==> src/rtl/mode_pkg.sv <==
// Shared constants and types for the mode-finder window buffer.
package mode_pkg;

  localparam int DATA_W   = 4;
  localparam int WIN_LEN  = 5;
  localparam int CNT_BITS = 3;

  localparam logic [CNT_BITS-1:0] CNT_LAST = CNT_BITS'(WIN_LEN - 1);

  typedef logic [DATA_W-1:0] sample_t;

  typedef enum logic {
    ST_FILL,
    ST_FULL
  } win_state_e;

endpackage

==> src/rtl/mode_win_buf_if.sv <==
// Sample-in / window-out handshake bundle between a producer, the window buffer and the mode finder.
interface mode_win_buf_if #(
  parameter int CNT_W = 8
);
  import mode_pkg::*;

  logic             in_valid;
  sample_t          in_data;
  logic             in_ready;
  logic             out_valid;
  logic             out_ready;
  sample_t          i0;
  sample_t          i1;
  sample_t          i2;
  sample_t          i3;
  sample_t          i4;
  logic [CNT_W-1:0] win_cnt;

  modport master (
    output in_valid, in_data, out_ready,
    input  in_ready, out_valid, i0, i1, i2, i3, i4, win_cnt
  );

  modport slave (
    input  in_valid, in_data, out_ready,
    output in_ready, out_valid, i0, i1, i2, i3, i4, win_cnt
  );

endinterface

==> src/rtl/mode_win_ctrl.sv <==
// Fill counter and window-valid FSM; MODE_WIN_SLIDE_EN selects sliding instead of disjoint windows.
module mode_win_ctrl
  import mode_pkg::*;
(
  input  logic clk,
  input  logic rst,
  input  logic flush,
  input  logic in_valid,
  input  logic out_ready,
  output logic in_ready,
  output logic out_valid,
  output logic shift_en,
  output logic pop
);

  win_state_e          state_reg, state_next;
  logic [CNT_BITS-1:0] cnt_reg, cnt_next;
  logic                ov_reg, ov_next;
  logic                acc;

  assign in_ready  = ~ov_reg | out_ready;
  assign out_valid = ov_reg;
  assign acc       = in_valid & in_ready;
  assign pop       = ov_reg & out_ready;
  // A flushed cycle must not disturb the stored window.
  assign shift_en  = acc & ~flush;

  always_ff @(posedge clk) begin
    if (rst) begin
      state_reg <= ST_FILL;
      cnt_reg   <= '0;
      ov_reg    <= 1'b0;
    end else begin
      state_reg <= state_next;
      cnt_reg   <= cnt_next;
      ov_reg    <= ov_next;
    end
  end

  always_comb begin
    state_next = state_reg;
    cnt_next   = cnt_reg;
    ov_next    = ov_reg & ~pop;
    if (flush) begin
      state_next = ST_FILL;
      cnt_next   = '0;
      ov_next    = 1'b0;
    end else begin
      case (state_reg)
        ST_FILL: begin
          if (acc) begin
            cnt_next = cnt_reg + 1'b1;
            if (cnt_reg == CNT_LAST) begin
              ov_next    = 1'b1;
              state_next = ST_FULL;
            end
          end
        end
        ST_FULL: begin
`ifdef MODE_WIN_SLIDE_EN
          // Every new sample in a full window presents the shifted window.
          if (acc) ov_next = 1'b1;
`else
          if (pop) begin
            cnt_next   = acc ? CNT_BITS'(1) : '0;
            state_next = ST_FILL;
          end
`endif
        end
        default: begin
          state_next = ST_FILL;
          cnt_next   = '0;
          ov_next    = 1'b0;
        end
      endcase
    end
  end

endmodule

==> src/rtl/mode_win_buf.sv <==
// Five-sample window buffer feeding mode_max; MODE_WIN_SLIDE_EN selects sliding windows (default disjoint).
module mode_win_buf
  import mode_pkg::*;
#(
  parameter int CNT_W = 8
) (
  input  logic           clk,
  input  logic           rst,
  input  logic           flush,
  mode_win_buf_if.slave  bus
);

  sample_t          win_reg  [WIN_LEN];
  sample_t          win_next [WIN_LEN];
  logic [CNT_W-1:0] win_cnt_reg;
  logic             shift_en;
  logic             pop;
  logic             in_ready;
  logic             out_valid;

  mode_win_ctrl u_ctrl (
    .clk       (clk),
    .rst       (rst),
    .flush     (flush),
    .in_valid  (bus.in_valid),
    .out_ready (bus.out_ready),
    .in_ready  (in_ready),
    .out_valid (out_valid),
    .shift_en  (shift_en),
    .pop       (pop)
  );

  // Oldest sample sits at index 0; new samples enter at the top.
  genvar gi;
  generate
    for (gi = 0; gi < WIN_LEN; gi++) begin : g_shift
      if (gi == WIN_LEN - 1) begin : g_top
        assign win_next[gi] = bus.in_data;
      end else begin : g_mid
        assign win_next[gi] = win_reg[gi+1];
      end
    end
  endgenerate

  always_ff @(posedge clk) begin
    if (rst) begin
      for (int k = 0; k < WIN_LEN; k++) win_reg[k] <= '0;
    end else if (shift_en) begin
      win_reg <= win_next;
    end
  end

  always_ff @(posedge clk) begin
    if (rst)      win_cnt_reg <= '0;
    else if (pop) win_cnt_reg <= win_cnt_reg + 1'b1;
  end

  assign bus.in_ready  = in_ready;
  assign bus.out_valid = out_valid;
  assign bus.i0        = win_reg[0];
  assign bus.i1        = win_reg[1];
  assign bus.i2        = win_reg[2];
  assign bus.i3        = win_reg[3];
  assign bus.i4        = win_reg[4];
  assign bus.win_cnt   = win_cnt_reg;

endmodule

==> src/flat_wrapper.sv <==
// flat-port wrapper written by rule: the top's interface ports become plain ports
module mode_win_buf_flat import mode_pkg::*;
#(
  parameter int CNT_W = 8
)
  (clk, rst, flush, bus_in_valid, bus_in_data, bus_out_ready, bus_in_ready, bus_out_valid, bus_i0, bus_i1, bus_i2, bus_i3, bus_i4, bus_win_cnt);
  mode_win_buf_if #(.CNT_W(CNT_W)) bus_i ();
  input  logic clk;
  input  logic rst;
  input  logic flush;
  input wire logic [$bits(bus_i.in_valid)-1:0] bus_in_valid;
  input wire logic [$bits(bus_i.in_data)-1:0] bus_in_data;
  input wire logic [$bits(bus_i.out_ready)-1:0] bus_out_ready;
  output wire logic [$bits(bus_i.in_ready)-1:0] bus_in_ready;
  output wire logic [$bits(bus_i.out_valid)-1:0] bus_out_valid;
  output wire logic [$bits(bus_i.i0)-1:0] bus_i0;
  output wire logic [$bits(bus_i.i1)-1:0] bus_i1;
  output wire logic [$bits(bus_i.i2)-1:0] bus_i2;
  output wire logic [$bits(bus_i.i3)-1:0] bus_i3;
  output wire logic [$bits(bus_i.i4)-1:0] bus_i4;
  output wire logic [$bits(bus_i.win_cnt)-1:0] bus_win_cnt;
  assign bus_i.in_valid = bus_in_valid;
  assign bus_i.in_data = bus_in_data;
  assign bus_i.out_ready = bus_out_ready;
  assign bus_in_ready = bus_i.in_ready;
  assign bus_out_valid = bus_i.out_valid;
  assign bus_i0 = bus_i.i0;
  assign bus_i1 = bus_i.i1;
  assign bus_i2 = bus_i.i2;
  assign bus_i3 = bus_i.i3;
  assign bus_i4 = bus_i.i4;
  assign bus_win_cnt = bus_i.win_cnt;
  mode_win_buf #(.CNT_W(CNT_W)) u_core (.clk(clk), .rst(rst), .flush(flush), .bus(bus_i));
endmodule
==> config.mk <==
export PLATFORM = sky130hd
export DESIGN_NAME = mode_win_buf_flat
export DESIGN_NICKNAME = d
export VERILOG_FILES = /design/src/rtl/mode_pkg.sv /design/src/rtl/mode_win_buf_if.sv /design/src/rtl/mode_win_ctrl.sv /design/src/rtl/mode_win_buf.sv /design/src/flat_wrapper.sv
export SDC_FILE = /design/constraint.sdc
export NUM_CORES = 1
export LEC_CHECK = 0
export ABC_AREA = 1
export CORE_UTILIZATION = 25
export CTS_BUF_LIST = sky130_fd_sc_hd__clkbuf_2
export CTS_CLUSTER_SIZE = 25
export DETAILED_ROUTE_END_ITERATION = 16
export SLEW_MARGIN = 20
export SYNTH_ARGS = -nofsm -noshare
export SYNTH_HDL_FRONTEND = slang
export SYNTH_SLANG_ARGS = --single-unit
==> constraint.sdc <==
create_clock -name clk -period 1.17 [get_ports clk]
set_input_delay 0.234 -clock clk [delete_from_list [all_inputs] [get_ports clk]]
set_output_delay 0.234 -clock clk [all_outputs]
set_load 0.02 [all_outputs]
==> results_dict.tcl, run 1 <==
set metrics [dict create \
    synth_warnings 0 \
    port_buffers 38 \
    dp_hpwl_mm 2.14 \
    syn-num-nets 193 \
    hold_violations 0 \
    ys_seq_area_share_pct 48.5 \
    drt-total-wl_mm 3.39 \
    grt_use_total_pct 12.3 \
    setup_viol 16 \
    die_w_um 75.8 \
    ios 39 \
    cts_tree "built" \
    worst_setup_path_start_kind "primary input" \
    syn_inst 181 \
    hold_class "in -> reg" \
    synth_edf_count 0 \
    core_mm2 0.00517 \
    synth-compound-area-share_pct 10.7 \
    drt-initial-drc-count 24 \
    synth_flop_cell "dfxtp_1" \
    fin_setup_tns_ps -339 \
    grt_first_pass_wirelength_mm 5.35 \
    drc 0 \
    grt_max_degree 21 \
    clk-insertion-delay-late_ps 360 \
    synth_seq_cells 33 \
    cts-htree-levels 2 \
    row_count 26 \
    root_buffer "clkbuf_2" \
    overflow 0 \
    whs_ps 433 \
    worstSetupStartpoint "bus_out_ready" \
    die_area_mm2 0.00574 \
    setup_ws_ps -40.3 \
    power_leakage_uw 0.00110 \
    slew_viol_final 0 \
    synth_largest_area_cell "dfxtp_1" \
    syn_area_mm2 0.00136 \
    synth.area.top_cells "dfxtp_1 49%, nor2_1 16%, o21ai_0 5.9%, nand2_1 5.5%, inv_1 3.6%" \
    yosysMostFrequentCell "nor2_1" \
    fin_worst_skew_ps 11.4 \
    via_per_inst 4.17 \
    fillerInstances 521 \
    clockBufferDepth 2 \
    fin_crit_ps 1210 \
    vias 1386 \
    area_delta_synth_final_pct 69.8 \
    finalCritPeriodShare_pct 103 \
    synth_commonest_cells "59 x nor2_1, 33 x dfxtp_1, 20 x nand2_1" \
    hp-start "bus_in_data[3]" \
    max-slew-margin-rel_pct 86.3 \
    synth_top_family_by_area "simple AND/OR/NAND/NOR gates" \
    worstMarginPinSlew_ps 205 \
    gp_congestion 0.761 \
    violations "setup timing" \
    critPathRequiredTime_ps 1440 \
    cts-buffers-inserted 5 \
    dr.pass1.iters 4 \
    start_util_pct 26.3 \
    pwr_density_cell_mw_per_mm2 934 \
    largest_reg_flops 8 \
    drv_cap 0 \
    critPathMaxFanout 5 \
    avgSynthCellArea_um2 7.52 \
    async_reset_ff_share_pct 0 \
    peakVddDrop_uv 442 \
    path_class "in -> reg" \
    final_nets 273 \
    reg2reg_slack_ps -10 \
    synthDistinctLibCells 22 \
    fmax_mhz 826 \
    die_h_um 75.8 \
    synth-xor-area-share_pct 1.29 \
    synth_simple_gate_area_share_pct 29.2 \
    clock-sinks 33 \
    antenna_found_initial 0 \
    critPathArrivalTime_ps 1480 \
    ant_nets 0 \
    clk_pin_slew_ps 170 \
    r2r_start "u_core.u_ctrl.out_valid" \
    rsz0062_at_grt "yes" \
    grt_pass1_vias 1301 \
    cp-end-kind "flip-flop" \
    antenna_cells 0 \
    synthMuxAreaShare_pct 0 \
    synth_fa_ha_area_share_pct 2.76 \
    status "finished with violations" \
    avgRoutedWirePerCell_um 10.2 \
    synth.top_cell.area_share_pct 48.5 \
    drive_above_1_share_pct 52.7 \
]
[metrics by stage]
stage | instances | setup slack [ps] | total power, uW | utilization [%] | area (um^2)
after floorplan | 181 | 49.1 | 1390 | - | 1370
after global placement | 319 | -480 | 1590 | 40.3 | 2080
after detailed placement | 319 | -478 | 1600 | 40.3 | 2080
after CTS | 329 | -64.8 | 2120 | 39.2 | 2030
after global routing | 332 | -80.0 | 2300 | 44.7 | 2310
final | 332 | -40.3 | 2160 | 44.7 | 2310
[placed cells by master, fill, tap and decap left out, types with 6 or more instances in the layout]
cell type	Yosys	layout
buf_4	2	49
nor2_1	59	47
dfxtp_2	0	26
nand2_1	20	17
buf_6	2	17
o21ai_1	6	14
inv_1	13	13
nor2_2	0	10
clkdlybuf4s50_1	0	8
nand3_1	8	6
clkbuf_2	0	6
[where the power goes]
| group | total, uW | switching [uW] | internal, uW |
|---|---|---|---|
| Clock | 531 | 381 | 150 |
| Sequential | 1210 | 31.4 | 1180 |
| Combinational | 421 | 202 | 219 |
| Total | 2160 | 614 | 1540 |
[worst paths after layout]
check | cells after the start | to
max reg2reg | 7 | u_core.bus.i4[1]
min | 3 | u_core.bus.i4[3]
max | 10 | u_core.bus.i3[2]
min reg2reg | 2 | u_core.u_ctrl.cnt_reg[2]
[cells by family (layout without fill, tap and decap cells)]
kind of cell    after synthesis  after routing
compound gates               28             28
xor+xnor                      2              2
fa+ha+maj                     3              3
buf+inv                      21            102
simple gates                 94             94
flops                        33             33
[critical path, cell delays in order]
cell	delay, ps
clkdlybuf4s50_1	480
inv_1	70
nand2_4	70
buf_4	130
nand2_4	70
inv_4	60
nand2_4	70
clkbuf_16	160
nor2_2	80
nor2_1	50
[per-layer routing]
metal	track usage (%)	routed length, um	up-vias
met5	0	0	-
li1	-	-	729
met2	20.6	1620	32
met1	14.6	1570	621
met4	4.94	23	0
met3	3.84	182	4
[cell type report]
cell class	instances	area, um^2	area share, %
well taps	70	87.6	3.79
clock buffers	6	30.0	1.30
repair buffers	79	714	30.9
clock inverters	2	10.0	0.433
inverters	15	58.8	2.54
multi-input cells	127	709	30.7
flip-flops and latches	33	701	30.3
[repair_timing]
action,4_1_cts,5_1_grt
pin swaps,0,3
hold buffers,0,0
buffers inserted,2,1
resized for setup,146,89
setup endpoints to repair,37,57
gates cloned,0,2
Note: power is estimated with default switching activity, not from simulation.
==> inputs of run 2 (changes only) <==
--- a/config.mk
+++ b/config.mk
@@ -10,6 +10,8 @@
 export CTS_BUF_LIST = sky130_fd_sc_hd__clkbuf_2
 export CTS_CLUSTER_SIZE = 25
 export DETAILED_ROUTE_END_ITERATION = 16
+export GPL_TIMING_DRIVEN = 0
+export SETUP_SLACK_MARGIN = 0.5
 export SLEW_MARGIN = 20
 export SYNTH_ARGS = -nofsm -noshare
 export SYNTH_HDL_FRONTEND = slang
==> constraint.sdc (replaced) <==
create_clock -name clk -period 1.17 [get_ports clk]
set_input_delay 0.234 -clock clk [delete_from_list [all_inputs] [get_ports clk]]
set_output_delay 0.234 -clock clk [all_outputs]
set_load 0.1 [all_outputs]
==> run 2 against run 1 <==
  * Maximum frequency fell by 3.0%
  * Critical path type is now reg -> out
  * Power rose by 24%
  * Count of clock-buffer cells in the layout did not move
  * Worst hold slack got worse by 180 ps
  * Combinational power rose by 79%
  * Routed wire length rose by 8.6%
  * The run still ends with setup timing left
==> results_dict.tcl, run 2 (synthesis results as in run 1) <==
set metrics [dict create \
    drt-met1-wl_mm 1.70 \
    vias 1370 \
    power_uw 2680 \
    clk-insertion-delay-late_ps 370 \
    path_class "reg -> out" \
    row_count 26 \
    multiInputGateArea_um2 712 \
    area_delta_synth_final_pct 95.6 \
    critPathRequiredTime_ps 940 \
    gp_congestion 0.745 \
    power_leakage_uw 0.00118 \
    cts-htree-levels 2 \
    die_area_mm2 0.00574 \
    final_nets 267 \
    die_w_um 75.8 \
    routed.top_layer "met4" \
    rsz0062_at_grt "yes" \
    dp_hpwl_mm 2.21 \
    start_util_pct 26.3 \
    final_util_pct 51.5 \
    clk_pin_slew_ps 170 \
    max-slew-margin-rel_pct 79.8 \
    root_buffer "clkbuf_2" \
    whs_ps 258 \
    fin_worst_skew_ps 11.6 \
    fmax_mhz 802 \
    antenna_found_initial 0 \
    setup_ws_ps -77.3 \
    hold_violations 0 \
    antenna_cells 0 \
    pre_cts_slack_ps -1120 \
    route.met3.wl_um 202 \
    drt-initial-drc-count 54 \
    grt_pass1_vias 1287 \
    finalCritPeriodShare_pct 107 \
    worst_setup_path_start_kind "flip-flop" \
    seq_area_um2 771 \
    status "finished with violations" \
    clockBufferDepth 2 \
    slew_viol_final 0 \
    pwr_density_cell_mw_per_mm2 1010 \
    avgRoutedWirePerCell_um 11.3 \
    drc 0 \
    cp-end-kind "primary output" \
    dr.pass1.iters 4 \
    clock-sinks 33 \
    ant_nets 0 \
    worstMarginPinSlew_ps 302 \
    grt_use_total_pct 14.5 \
    largest_reg_flops 8 \
    grt_max_degree 11 \
    cts_tree "built" \
    setup_viol 25 \
    fillerInstances 502 \
    die_h_um 75.8 \
    grt_first_pass_wirelength_mm 6.02 \
    port_buffers 38 \
    drt-total-wl_mm 3.68 \
    core_mm2 0.00517 \
    ios 39 \
    drive_above_1_share_pct 50.0 \
    final_cell_mix "52 x nor2_1, 29 x buf_12, 29 x dfxtp_4" \
    peakVddDrop_uv 616 \
    drv_cap 0 \
    final_common_cell "nor2_1" \
    cts-buffers-inserted 5 \
    via_per_inst 4.20 \
    critPathMaxFanout 3 \
    fin_crit_ps 1250 \
    wl_met2_mm 1.72 \
    overflow 0 \
    hold_class "in -> reg" \
    violations "setup timing" \
    critPathArrivalTime_ps 1010 \
]
-- run 2: where the power goes --
part / internal [uW] / switching (uW)
Sequential: 1140 / 50.5
Clock: 365 / 378
Combinational: 293 / 463
Total: 1790 / 891
-- run 2: worst max-delay path, cell delays in order, from the launching register on --
cell and delay, ps:
dfxtp_4 430, nand2_8 60, buf_12 160
-- run 2: metrics by stage --
step | setup TNS (ps) | std cells | area [um^2]
after floorplan | -3950 | 181 | 1510
after global placement | -27130 | 289 | 1980
after detailed placement | -27280 | 289 | 1980
after CTS | -1370 | 325 | 2580
after global routing | -4090 | 326 | 2660
final | -839 | 326 | 2660
-- run 2: repair_timing --
action                     in CTS  in global routing
setup endpoints to repair      63                 63
cloned                          4                  0
setup buffers                  24                  1
pin swaps                       3                 16
resized for setup             287                 21
hold buffers                    0                  0
hold endpoints to repair        0                  0
-- run 2: final timing paths --
check | slack (ps) | depth (start not counted) | endpoint | from
min | 260 | 2 | u_core.bus.win_cnt[4] | rst
max reg2reg | -60 | 7 | u_core.bus.i4[3] | u_core.u_ctrl.out_valid
max | -80 | 2 | bus_in_ready | u_core.u_ctrl.out_valid
min reg2reg | 500 | 2 | u_core.u_ctrl.cnt_reg[2] | u_core.u_ctrl.cnt_reg[2]
-- run 2: routing by layer --
| layer | vias to the layer above | GRT usage (%) |
|---|---|---|
| met5 | - | 0 |
| met4 | 0 | 6.17 |
| met3 | 9 | 4.76 |
| met2 | 36 | 22.7 |
| met1 | 603 | 18.2 |
| li1 | 722 | - |
-- run 2: area by class of cell --
| class | count | share of cell area (%) |
|---|---|---|
| buffer | 6 | 2.16 |
| multi-input combinational | 127 | 26.7 |
| tap | 70 | 3.29 |
| clock inverter | 2 | 1.27 |
| timing repair buffer | 67 | 34.2 |
| sequential | 33 | 28.9 |
| inverter | 15 | 2.30 |
| clock buffer | 6 | 1.13 |
==> inputs of run 3 (changes only) <==
--- a/config.mk
+++ b/config.mk
@@ -5,7 +5,6 @@
 export SDC_FILE = /design/constraint.sdc
 export NUM_CORES = 1
 export LEC_CHECK = 0
-export ABC_AREA = 1
 export CORE_UTILIZATION = 25
 export CTS_BUF_LIST = sky130_fd_sc_hd__clkbuf_2
 export CTS_CLUSTER_SIZE = 25
==> run 3 against run 2 <==
  * The flow still finishes with violations (setup timing)
  * First-iteration DRC count rose by 31%
  * Worst hold slack got worse by 120 ps
  * Sequential share of layout area shrank 3.6 points
  * Clock skew rose by 16 ps
  * Flip-flop and latch count is the same
  * Critical path depth grew 4
  * Synthesized cell count fell by 3.3%
  * Power shrank 11%
==> results_dict.tcl, run 3 <==
set metrics [dict create \
    rr_worst_depth 6 \
    fin_worst_skew_ps 27.5 \
    avgSynthCellArea_um2 9.01 \
    port_buffers 36 \
    fin_setup_tns_ps -8390 \
    hp-start "bus_out_ready" \
    rsz0062_at_grt "yes" \
    ant_nets 0 \
    ys_seq_area_share_pct 41.9 \
    grt_first_pass_wirelength_mm 7.48 \
    cts_tree "built" \
    critPathRequiredTime_ps 940 \
    antenna_cells 0 \
    setup_viol 53 \
    synth.top_cell.area_share_pct 41.9 \
    clk_pin_slew_ps 200 \
    grt_max_degree 12 \
    finalCritPeriodShare_pct 142 \
    avgRoutedWirePerCell_um 14.1 \
    cts-htree-levels 2 \
    grt_pass1_vias 1588 \
    synth_warnings 0 \
    cts-buffers-inserted 5 \
    violations "setup timing" \
    cp.buffers_inverters 5 \
    r2r-end "u_core.u_ctrl.cnt_reg[0]" \
    synth_seq_cells 33 \
    drc 0 \
    worstMarginPinSlew_ps 770 \
    pwr_density_cell_mw_per_mm2 785 \
    max-slew-margin-rel_pct 48.7 \
    hold_path_depth 3 \
    power_leakage_uw 0.00105 \
    peakVddDrop_uv 478 \
    dp_hpwl_mm 2.92 \
    worstSetupPathDepth 6 \
    core_mm2 0.00599 \
    critPathMaxStageDelay_ps 390 \
    synth_commonest_cells "33 x dfxtp_1, 28 x a21oi_1, 21 x nand4b_1, 21 x o31ai_1, 13 x clkbuf_1" \
    fmax_mhz 602 \
    fillerInstances 522 \
    hold_class "in -> reg" \
    die_h_um 81.4 \
    synth_edf_count 0 \
    drt-initial-drc-count 71 \
    syn-num-nets 187 \
    syn_area_mm2 0.00158 \
    synth_largest_area_cell "dfxtp_1" \
    via_per_inst 5.12 \
    drv_cap 0 \
    async_reset_ff_share_pct 0 \
    dr.pass1.iters 4 \
    die_area_mm2 0.00663 \
    slowest_stage "dfxtp_4" \
    area_delta_synth_final_pct 93.5 \
    gp_congestion 0.817 \
    synth_flop_cell "dfxtp_1" \
    clock-sinks 33 \
    antenna_found_initial 0 \
    start_util_pct 26.3 \
    syn_inst 175 \
    root_buffer "clkbuf_2" \
    critPathMaxFanout 2 \
    hold_violations 0 \
    slew_viol_final 0 \
    worst_setup_path_start_kind "flip-flop" \
    clk-insertion-delay-late_ps 400 \
    final_nets 263 \
    cp-end-kind "primary output" \
    yosysMostFrequentCell "dfxtp_1" \
    r2r_start "u_core.u_ctrl.out_valid" \
    setup_ws_ps -492 \
    synth.area.top_cells "dfxtp_1 42%, nand4b_1 12%, o31ai_1 10%, a21oi_1 8.9%, clkbuf_1 3.1%" \
    whs_ps 133 \
    final_cell_mix "31 x buf_4, 31 x buf_12, 29 x dfxtp_4" \
    fin_crit_ps 1660 \
    path_cells "buf_6 -> nor2b_4 -> buf_6 -> inv_6 -> buf_12 -> buf_12" \
    drive_above_1_share_pct 59.5 \
    synthDistinctLibCells 32 \
    ios 39 \
    grt_use_total_pct 14.9 \
    die_w_um 81.4 \
    clockBufferDepth 2 \
    overflow 0 \
    reg2reg_slack_ps -360 \
    largest_reg_flops 8 \
    hold_end "u_core.bus.win_cnt[1]" \
    drt-total-wl_mm 4.62 \
    row_count 28 \
    vias 1673 \
    critical_path.top_delay_family "buffers and inverters" \
    path_class "reg -> out" \
    status "finished with violations" \
    critPathArrivalTime_ps 1430 \
]
## run 3: cell types whose count changed after synthesis, sizes merged, moves of 3 or more
cell	previous run	this run
o31ai	0	21
nand3	8	5
or3	0	4
o21ai	22	5
nor2	60	5
inv	15	6
nand4b	0	21
clkbuf	1	13
nand2	23	4
a21oi	4	28
## run 3: worst max path at each step
stage	from	to	slack, ps
2_1_floorplan	u_core.u_ctrl.out_valid	u_core.bus.win_cnt[7]	-290
3_3_place_gp	u_core.u_ctrl.out_valid	bus_in_ready	-1090
3_5_place_dp	u_core.u_ctrl.out_valid	bus_in_ready	-1100
4_1_cts	u_core.u_ctrl.out_valid	bus_in_ready	-520
5_1_grt	u_core.u_ctrl.out_valid	bus_in_ready	-560
6_report	u_core.u_ctrl.out_valid	bus_in_ready	-490
## run 3: report_power, final
part / internal, uW / total, uW / leakage (uW) / switching, uW
clock network: 573 / 996 / 0.0000529 / 424
registers: 1080 / 1090 / 0.000291 / 13.6
logic: 115 / 308 / 0.000708 / 193
total: 1760 / 2390 / 0.00105 / 630
## run 3: final cells by class
cell class	instances	area, um^2	share of cell area, %
multi-input combinational	116	983	32.2
clock inverter	3	65.1	2.13
clock buffer	5	25.0	0.820
buffer	20	165	5.41
timing repair buffer	69	915	30.0
sequential	33	773	25.3
tap	75	93.8	3.08
inverter	6	30.0	0.984
## run 3: worst register-to-register path, stage by stage (launching register included)
cell       delay (ps)
dfxtp_4           390
buf_6             110
nor2b_4           110
buf_6             120
buf_4             180
a211o_1           270
a2111oi_4         280
## run 3: logic make-up after synthesis
group | synth area share (%)
buffers and inverters | 7.70
flip-flops | 41.9
adder cells (fa/ha/maj) | 2.38
AO/OA/AOI/OAI | 24.4
XOR/XNOR | 1.67
AND/OR/NAND/NOR | 21.9
## run 3: what timing repair did
| item | in CTS | in global routing |
|---|---|---|
| hold endpoints to repair | 0 | 0 |
| hold buffers | 0 | 0 |
| setup buffers | 26 | 5 |
| endpoints found under the setup margin | 63 | 63 |
| resized for setup | 304 | 15 |
| pin swaps | 5 | 3 |
| cloned | 2 | 0 |
## run 3: through the flow
step                      power [uW]  worst slack (ps)  utilization, %  cells  cell area [um^2]
after floorplan                 1280              -291               -    175              1730
after global placement          1350             -1090            36.5    286              2190
after detailed placement        1350             -1100            36.5    286              2190
after CTS                       2410              -515            49.0    322              2930
after global routing            2480              -560            50.9    327              3050
final                           2390              -492            50.9    327              3050
## run 3: metal layers
| layer | track usage, % | share of wire [%] |
|---|---|---|
| met1 | 18.4 | 45 |
| met2 | 24.4 | 50 |
| met3 | 3.33 | 4.4 |
| met4 | 6.61 | 0.74 |
| met5 | 0 | 0 |
